### config.mk
export PLATFORM = sky130hd
export DESIGN_NAME = mshift_seq_unit
export DESIGN_NICKNAME = d
export VERILOG_FILES = /design/src/rtl/mshift_seq_unit.sv
export SDC_FILE = /design/constraint.sdc
export NUM_CORES = 1
export LEC_CHECK = 0
export ABC_AREA = 1
export CELL_PAD_IN_SITES_DETAIL_PLACEMENT = 1
export CELL_PAD_IN_SITES_GLOBAL_PLACEMENT = 2
export CORE_MARGIN = 2
export CORE_UTILIZATION = 24
export DETAILED_ROUTE_END_ITERATION = 16
export PLACE_DENSITY_LB_ADDON = 0.1
export SLEW_MARGIN = 0
export SYNTH_ARGS = -nofsm -noshare
export SYNTH_HDL_FRONTEND = slang
export SYNTH_SLANG_ARGS = --single-unit
### constraint.sdc
create_clock -name iClock -period 1.7 [get_ports iClock]
set_input_delay 0.34 -clock iClock [delete_from_list [all_inputs] [get_ports iClock]]
set_output_delay 0.34 -clock iClock [all_outputs]
set_load 0.01 [all_outputs]
### src/rtl/mshift_seq_unit.sv
// Iterative shifter/rotator: one bit position per clock under a start/busy/done handshake.
// Optional carry-out port is enabled with `define MSHIFT_CARRY_OUT_EN.
module mshift_seq_unit #(
    parameter int WIDTH = 16,
    parameter int AMT_W = 4
) (
    input  logic             iClock,
    input  logic             iReset,
    input  logic             iStart,
    input  logic [WIDTH-1:0] iD,
    input  logic [2:0]       iCommand,
    input  logic [AMT_W-1:0] iAmount,
    output logic [WIDTH-1:0] oQ,
    output logic             oBusy,
    output logic             oDone
`ifdef MSHIFT_CARRY_OUT_EN
    ,
    output logic             oCarry
`endif
);

    typedef enum logic [1:0] {
        S_IDLE  = 2'd0,
        S_SHIFT = 2'd1,
        S_DONE  = 2'd2
    } state_e;

    localparam logic [2:0] CMD_SRL = 3'b000;
    localparam logic [2:0] CMD_SLL = 3'b001;
    localparam logic [2:0] CMD_ROR = 3'b010;
    localparam logic [2:0] CMD_ROL = 3'b011;
    localparam logic [2:0] CMD_SRA = 3'b100;

    state_e             state_q, state_d;
    logic [2:0]         cmd_q, cmd_d;
    logic [AMT_W-1:0]   cnt_q, cnt_d;
    logic [WIDTH-1:0]   q_q, q_d;
    logic               busy_q, busy_d;
    logic               done_q, done_d;
    logic [WIDTH-1:0]   step_q;
    logic               step_out;
    logic               is_shift_cmd;

    // Single-bit step of the latched command, plus the bit that falls off.
    always_comb begin
        step_q   = q_q;
        step_out = 1'b0;
        case (cmd_q)
            CMD_SRL: begin step_q = {1'b0, q_q[WIDTH-1:1]};       step_out = q_q[0];       end
            CMD_SLL: begin step_q = {q_q[WIDTH-2:0], 1'b0};       step_out = q_q[WIDTH-1]; end
            CMD_ROR: begin step_q = {q_q[0], q_q[WIDTH-1:1]};     step_out = q_q[0];       end
            CMD_ROL: begin step_q = {q_q[WIDTH-2:0], q_q[WIDTH-1]}; step_out = q_q[WIDTH-1]; end
            CMD_SRA: begin step_q = {q_q[WIDTH-1], q_q[WIDTH-1:1]}; step_out = q_q[0];     end
            default: begin step_q = q_q;                          step_out = 1'b0;         end
        endcase
    end

    assign is_shift_cmd = (iCommand <= CMD_SRA);

`ifdef MSHIFT_CARRY_OUT_EN
    logic carry_q, carry_d;
`endif

    always_comb begin
        state_d = state_q;
        cmd_d   = cmd_q;
        cnt_d   = cnt_q;
        q_d     = q_q;
`ifdef MSHIFT_CARRY_OUT_EN
        carry_d = carry_q;
`endif
        case (state_q)
            S_IDLE: begin
                if (iStart) begin
                    q_d   = iD;
                    cmd_d = iCommand;
                    cnt_d = iAmount;
`ifdef MSHIFT_CARRY_OUT_EN
                    carry_d = 1'b0;
`endif
                    if (iAmount == '0 || !is_shift_cmd) state_d = S_DONE;
                    else                                 state_d = S_SHIFT;
                end
            end
            S_SHIFT: begin
                q_d   = step_q;
                cnt_d = cnt_q - AMT_W'(1);
`ifdef MSHIFT_CARRY_OUT_EN
                carry_d = step_out;
`endif
                if (cnt_q == AMT_W'(1)) state_d = S_DONE;
            end
            S_DONE:  state_d = S_IDLE;
            default: state_d = S_IDLE;
        endcase
        // Flags are registered off the next state so they line up with it.
        busy_d = (state_d != S_IDLE);
        done_d = (state_d == S_DONE);
    end

    always_ff @(posedge iClock) begin
        if (iReset) begin
            state_q <= S_IDLE;
            cmd_q   <= '0;
            cnt_q   <= '0;
            q_q     <= '0;
            busy_q  <= 1'b0;
            done_q  <= 1'b0;
`ifdef MSHIFT_CARRY_OUT_EN
            carry_q <= 1'b0;
`endif
        end else begin
            state_q <= state_d;
            cmd_q   <= cmd_d;
            cnt_q   <= cnt_d;
            q_q     <= q_d;
            busy_q  <= busy_d;
            done_q  <= done_d;
`ifdef MSHIFT_CARRY_OUT_EN
            carry_q <= carry_d;
`endif
        end
    end

    assign oQ    = q_q;
    assign oBusy = busy_q;
    assign oDone = done_q;
`ifdef MSHIFT_CARRY_OUT_EN
    assign oCarry = carry_q;
`else
    logic unused_step_out;
    assign unused_step_out = step_out;
`endif

endmodule
==> flow_summary_export.csv, run 1 <==
group,metric,value,unit
clocking,cts_tree,"done",
logic_synthesis,ys_types,22,
critical_path,cp_slowest_stage_delay,560,ps
critical_path,crit_chain,"clkdlybuf4s50_1",
job,cap_violations,0,
logic_synthesis,ys_top_cells_by_count,"nand2_1 (61), nand3_1 (36), inv_1 (28), dfxtp_1 (27), a21oi_1 (23)",
clocking,clockBufferDepth,2,
clocking,cts_sinks,27,
timing,post-route-period-util,0.933,
hold_path,hp-class,"reg2reg",
critical_path,endpoint_kind,"output pin",
cells_and_area,fillers,806,
logic_synthesis,synth_cells,238,
timing,fin_setup_tns,0,ps
floorplanning,io_pins,44,
floorplanning,dieArea,7050,um2
logic_synthesis,yosys_warnings,0,
placement,dp_hpwl,3680,um
clocking,clk_latency,290,ps
detailed_routing,dr.first_iter.drc_count,49,
cells_and_area,fin_cells,360,
critical_path,slowest_stage,"clkdlybuf4s50_1",
grt,grtUsageTotal,0.146,
timing,hold_ws,525,ps
logic_synthesis,syn_area_per_cell,6.45,um2
cells_and_area,nets,312,
cells_and_area,diodes,0,
timing,rsz0062_at_grt,"false",
critical_path,path_class,"reg2out",
grt,grt_overflow,0,
detailed_routing,vias_per_cell,4.55,
clocking,clkTransAtPathRegs,100,ps
floorplanning,start_util,0.244,
logic_synthesis,synth_area_leaders,"dfxtp_1 (35%), nand2_1 (15%), nand3_1 (12%)",
detailed_routing,detail_route.wl_per_cell,13.5,um
timing,tightest_slew,388,ps
logic_synthesis,synth_top_area_frac,0.352,
floorplanning,die_y,83.9,um
cells_and_area,area_delta_synth_final,38.7,%
critical_path,path_delay_family,"buffers and inverters",
placement,dp_cells,356,
timing,finalSetupViolations,0,
power,ir_drop,0.331,mV
critical_path,worstPathRequired,1360,ps
logic_synthesis,synth_area_leader_cell,"dfxtp_1",
critical_path,cp.arrival,1250,ps
timing,skew,6.74,ps
run_status,status,"complete, no violations",
timing,maxSlewViolCount,0,
clocking,root_buffer,"clkbuf_8",
detailed_routing,drt_wl_total,4860,um
power,power.density,832,nW/um2
logic_synthesis,yosys_most_used_dff,"dfxtp_1",
floorplanning,die_w,83.9,um
grt,grt_pass1_wl,8260,um
timing,max_freq,630,MHz
placement,portBuffers,43,
logic_synthesis,synth-seq-cells,27,
clocking,cts_hold_buf,0,
clocking,cts_buffers,3,
clocking,cts_resized,0,
cells_and_area,multiInputGateArea,817,um2
floorplanning,core_area,6280,um2
logic_synthesis,yosysSeqAreaShare,0.352,
logic_synthesis,async_flop_share,0,
power,p_leak,0.000937,uW
placement,gp_congestion,0.763,
detailed_routing,ant_nets,0,
detailed_routing,drcViolationCount,0,
critical_path,crit_buf_inv,1,
critical_path,cp-start-kind,"register",
timing,min_period,1590,ps
grt,grt_max_degree,23,
floorplanning,num_rows,29,
grt,antenna_found_initial,0,
detailed_routing,num_vias,1639,
grt,grt_pass1_vias,1733,
clocking,postCtsSetupRepairBufs,0,
critical_path,path_max_fanout,4,
clocking,cts.htree.levels,1,
logic_synthesis,synth_fp_nets,266,
logic_synthesis,synth_most_common_cell,"nand2_1",
timing,max_slew_margin,0.741,
logic_synthesis,synth_area,1530,um2
cells_and_area,drive_gt1_frac,0.0671,
cells_and_area,ff_latch_area,541,um2
timing,finalHoldViolations,0,
detailed_routing,firstDrtPassIters,4,
logic_synthesis,synth_edf_count,0,
[state kept, by name, summed over array words and instances (netlist names)]
| register | count |
|---|---|
| cmd_q | 3 |
| cnt_q | 4 |
| oBusy | 1 |
| oDone | 1 |
| oQ | 16 |
| state_q | 2 |
[layout by cell type, fill, tap and decap left out, drive strengths merged]
| master | count |
|---|---|
| nor2 | 19 |
| clkbuf | 4 |
| o21ai | 10 |
| or2 | 1 |
| clkdlybuf4s50 | 43 |
| inv | 30 |
| nor3 | 1 |
| a31oi | 1 |
| nand3 | 36 |
| o211ai | 1 |
| ha | 2 |
| a21oi | 23 |
| and2 | 14 |
| dfxtp | 27 |
| nand2 | 63 |
| buf | 8 |
[power breakdown]
part | internal [uW] | total (uW) | switching [uW]
logic | 293 | 616 | 323
clock network | 169 | 397 | 228
registers | 704 | 757 | 52.3
[layer usage]
metal  up-vias  global-route usage  routed length, um
met1       754               0.196               2360
met5         -                   0                  0
li1        844                   -                  -
met2        36               0.241               2250
met3         5              0.0208                181
met4         0              0.0440                 65
[worst paths after layout]
path	from	endpoint	slack (ps)	cells after the start
hold reg to reg	cnt_q[2]	cnt_q[2]	530	2
hold / removal	cnt_q[2]	cnt_q[2]	530	2
setup / recovery	oQ[15]	oQ[15]	110	1
setup reg to reg	cmd_q[0]	oQ[9]	340	6
[kinds of logic after synthesis]
logic type / after synthesis / share of synthesized area
AO/OA/AOI/OAI: 35 / 0.124
adder cells (fa/ha/maj): 2 / 0.0163
buffers and inverters: 40 / 0.115
flip-flops: 27 / 0.352
AND/OR/NAND/NOR: 134 / 0.392
[stage by stage]
stage	area (um2)	setup WS, ps	util	power, uW
after global placement	2080	44.5	0.332	1400
after floorplan	1530	511	-	1110
final	2130	113	0.339	1770
after detailed placement	2080	32.9	0.332	1400
after CTS	2130	104	0.339	1800
after global routing	2130	65.1	0.339	1900
[area by class of cell]
cell class              count  area share
well taps                  77      0.0453
multi-input cells         171       0.384
flip-flops and latches     27       0.254
repair buffers             51       0.242
clock buffers               4      0.0212
inverters                  30      0.0529
No activity file was read; power rests on OpenSTA's default activity.
==> inputs of run 2 (changes only) <==
Settings changed: CORE_ASPECT_RATIO set to 1.2.
==> run 2 against run 1 <==
Net effect:
- power down 1.2%
- clock-buffer cell count stayed put
- global-route usage about the same
- maximum frequency is 1.1% higher
- register-to-register slack lost 20 ps
- first-iteration DRC count grew 69%
- critical endpoint unchanged
==> flow_summary_export.csv, run 2 (synthesis gave the netlist of run 1 again) <==
group,metric,value,unit
clocking,root_buffer,"clkbuf_8",
critical_path,path_class,"reg2out",
hold_path,hp-start,"cnt_q[2]",
clocking,postCtsSetupRepairBufs,0,
timing,tightest_slew,374,ps
cells_and_area,final_cell_mix,"nand2_1 (61), clkdlybuf4s50_1 (43), nand3_1 (36)",
cells_and_area,fin_area,2130,um2
placement,dp_hpwl,3580,um
cells_and_area,area_delta_synth_final,38.6,%
critical_path,crit_buf_inv,1,
floorplanning,die_w,77.0,um
clocking,cts_tree,"done",
cells_and_area,nets,311,
grt,grtUsageTotal,0.146,
power,ir_drop,0.255,mV
detailed_routing,drcViolationCount,0,
critical_path,cp_slowest_stage_delay,550,ps
run_status,status,"complete, no violations",
detailed_routing,num_vias,1629,
critical_path,critPathLaunch,"oQ[15]",
clocking,clkTransAtPathRegs,100,ps
detailed_routing,ant_nets,0,
detailed_routing,drt_wl_total,4800,um
cells_and_area,final_common_cell,"nand2_1",
critical_path,cp-start-kind,"register",
clocking,cts_resized,0,
critical_path,path_delay_family,"buffers and inverters",
hold_path,hp-class,"reg2reg",
timing,fin_setup_tns,0,ps
clocking,clockBufferDepth,2,
cells_and_area,fillers,848,
cells_and_area,largest_reg_flops,16,
timing,post-route-period-util,0.923,
clocking,cts_hold_buf,0,
clocking,cts_buffers,3,
critical_path,worstPathRequired,1360,ps
timing,min_period,1570,ps
timing,skew,4.95,ps
placement,dpl_cell_area,2080,um2
power,power.density,822,nW/um2
detailed_routing,dr.first_iter.drc_count,83,
floorplanning,dieArea,7050,um2
clocking,cts_sinks,27,
grt,grt_pass1_vias,1724,
detailed_routing,vias_per_cell,4.48,
grt,grt_max_degree,22,
critical_path,cp.arrival,1230,ps
floorplanning,start_util,0.250,
cells_and_area,fin_cells,364,
job,cap_violations,0,
critical_path,path_max_fanout,4,
grt,grt_pass1_wl,8280,um
grt,antenna_found_initial,0,
floorplanning,num_rows,31,
critical_path,slowest_stage,"clkdlybuf4s50_1",
critical_path,endpoint_kind,"output pin",
floorplanning,core_area,6130,um2
timing,max_freq,637,MHz
cells_and_area,ff_latch_area,541,um2
floorplanning,die_y,91.6,um
timing,finalHoldViolations,0,
grt,grt_overflow,0,
power,p_leak,0.000933,uW
timing,finalSetupViolations,0,
cells_and_area,multiInputGateArea,817,um2
critical_path,crit_chain,"clkdlybuf4s50_1",
timing,maxSlewViolCount,0,
placement,dp_cells,360,
detailed_routing,detail_route.wl_per_cell,13.2,um
critical_path,r2r_start,"state_q[1]",
detailed_routing,firstDrtPassIters,4,
cells_and_area,drive_gt1_frac,0.0638,
placement,gp_congestion,0.764,
placement,portBuffers,43,
clocking,clk_latency,280,ps
timing,rsz0062_at_grt,"false",
cells_and_area,diodes,0,
timing,max_slew_margin,0.750,
floorplanning,io_pins,44,
clocking,cts.htree.levels,1,
==> run 2: layout make-up <==
type	count	area share
Clock buffer	4	0.0212
Inverter	30	0.0530
Multi-Input combinational cell	171	0.384
Sequential cell	27	0.254
Tap cell	82	0.0483
Timing Repair Buffer	50	0.239
==> run 2: metrics by stage <==
stage | util | hold slack (ps) | total power (uW) | worst slack [ps]
floorplan | - | 475 | 1110 | 511
global placement | 0.340 | 508 | 1380 | 66.2
detailed placement | 0.340 | 513 | 1390 | 39.6
CTS | 0.347 | 529 | 1800 | 104
global route | 0.347 | 556 | 1900 | 58.7
finish | 0.347 | 522 | 1750 | 131
==> run 2: routing by layer <==
| metal | track usage | wire [um] | part of all wire |
|---|---|---|---|
| met4 | 0.0491 | 64 | 0.013 |
| met3 | 0.0219 | 157 | 0.033 |
| met5 | 0 | 0 | 0 |
| met2 | 0.268 | 2510 | 0.52 |
| met1 | 0.171 | 2060 | 0.43 |
==> run 2: final timing paths <==
| check | slack, ps | end | cells past startpoint |
|---|---|---|---|
| worst max-delay path | 130 | oQ[15] | 1 |
| worst max register to register | 320 | oQ[3] | 7 |
| worst min-delay path | 520 | cnt_q[2] | 2 |
| worst min register to register | 520 | cnt_q[2] | 2 |
==> run 2: power breakdown <==
| group | total [uW] | switching (uW) | leakage, uW | internal [uW] |
|---|---|---|---|---|
| clock | 390 | 222 | 0.0000228 | 169 |
| sequential | 756 | 51.7 | 0.000224 | 704 |
| combinational | 602 | 315 | 0.000686 | 287 |
| total | 1750 | 588 | 0.000933 | 1160 |
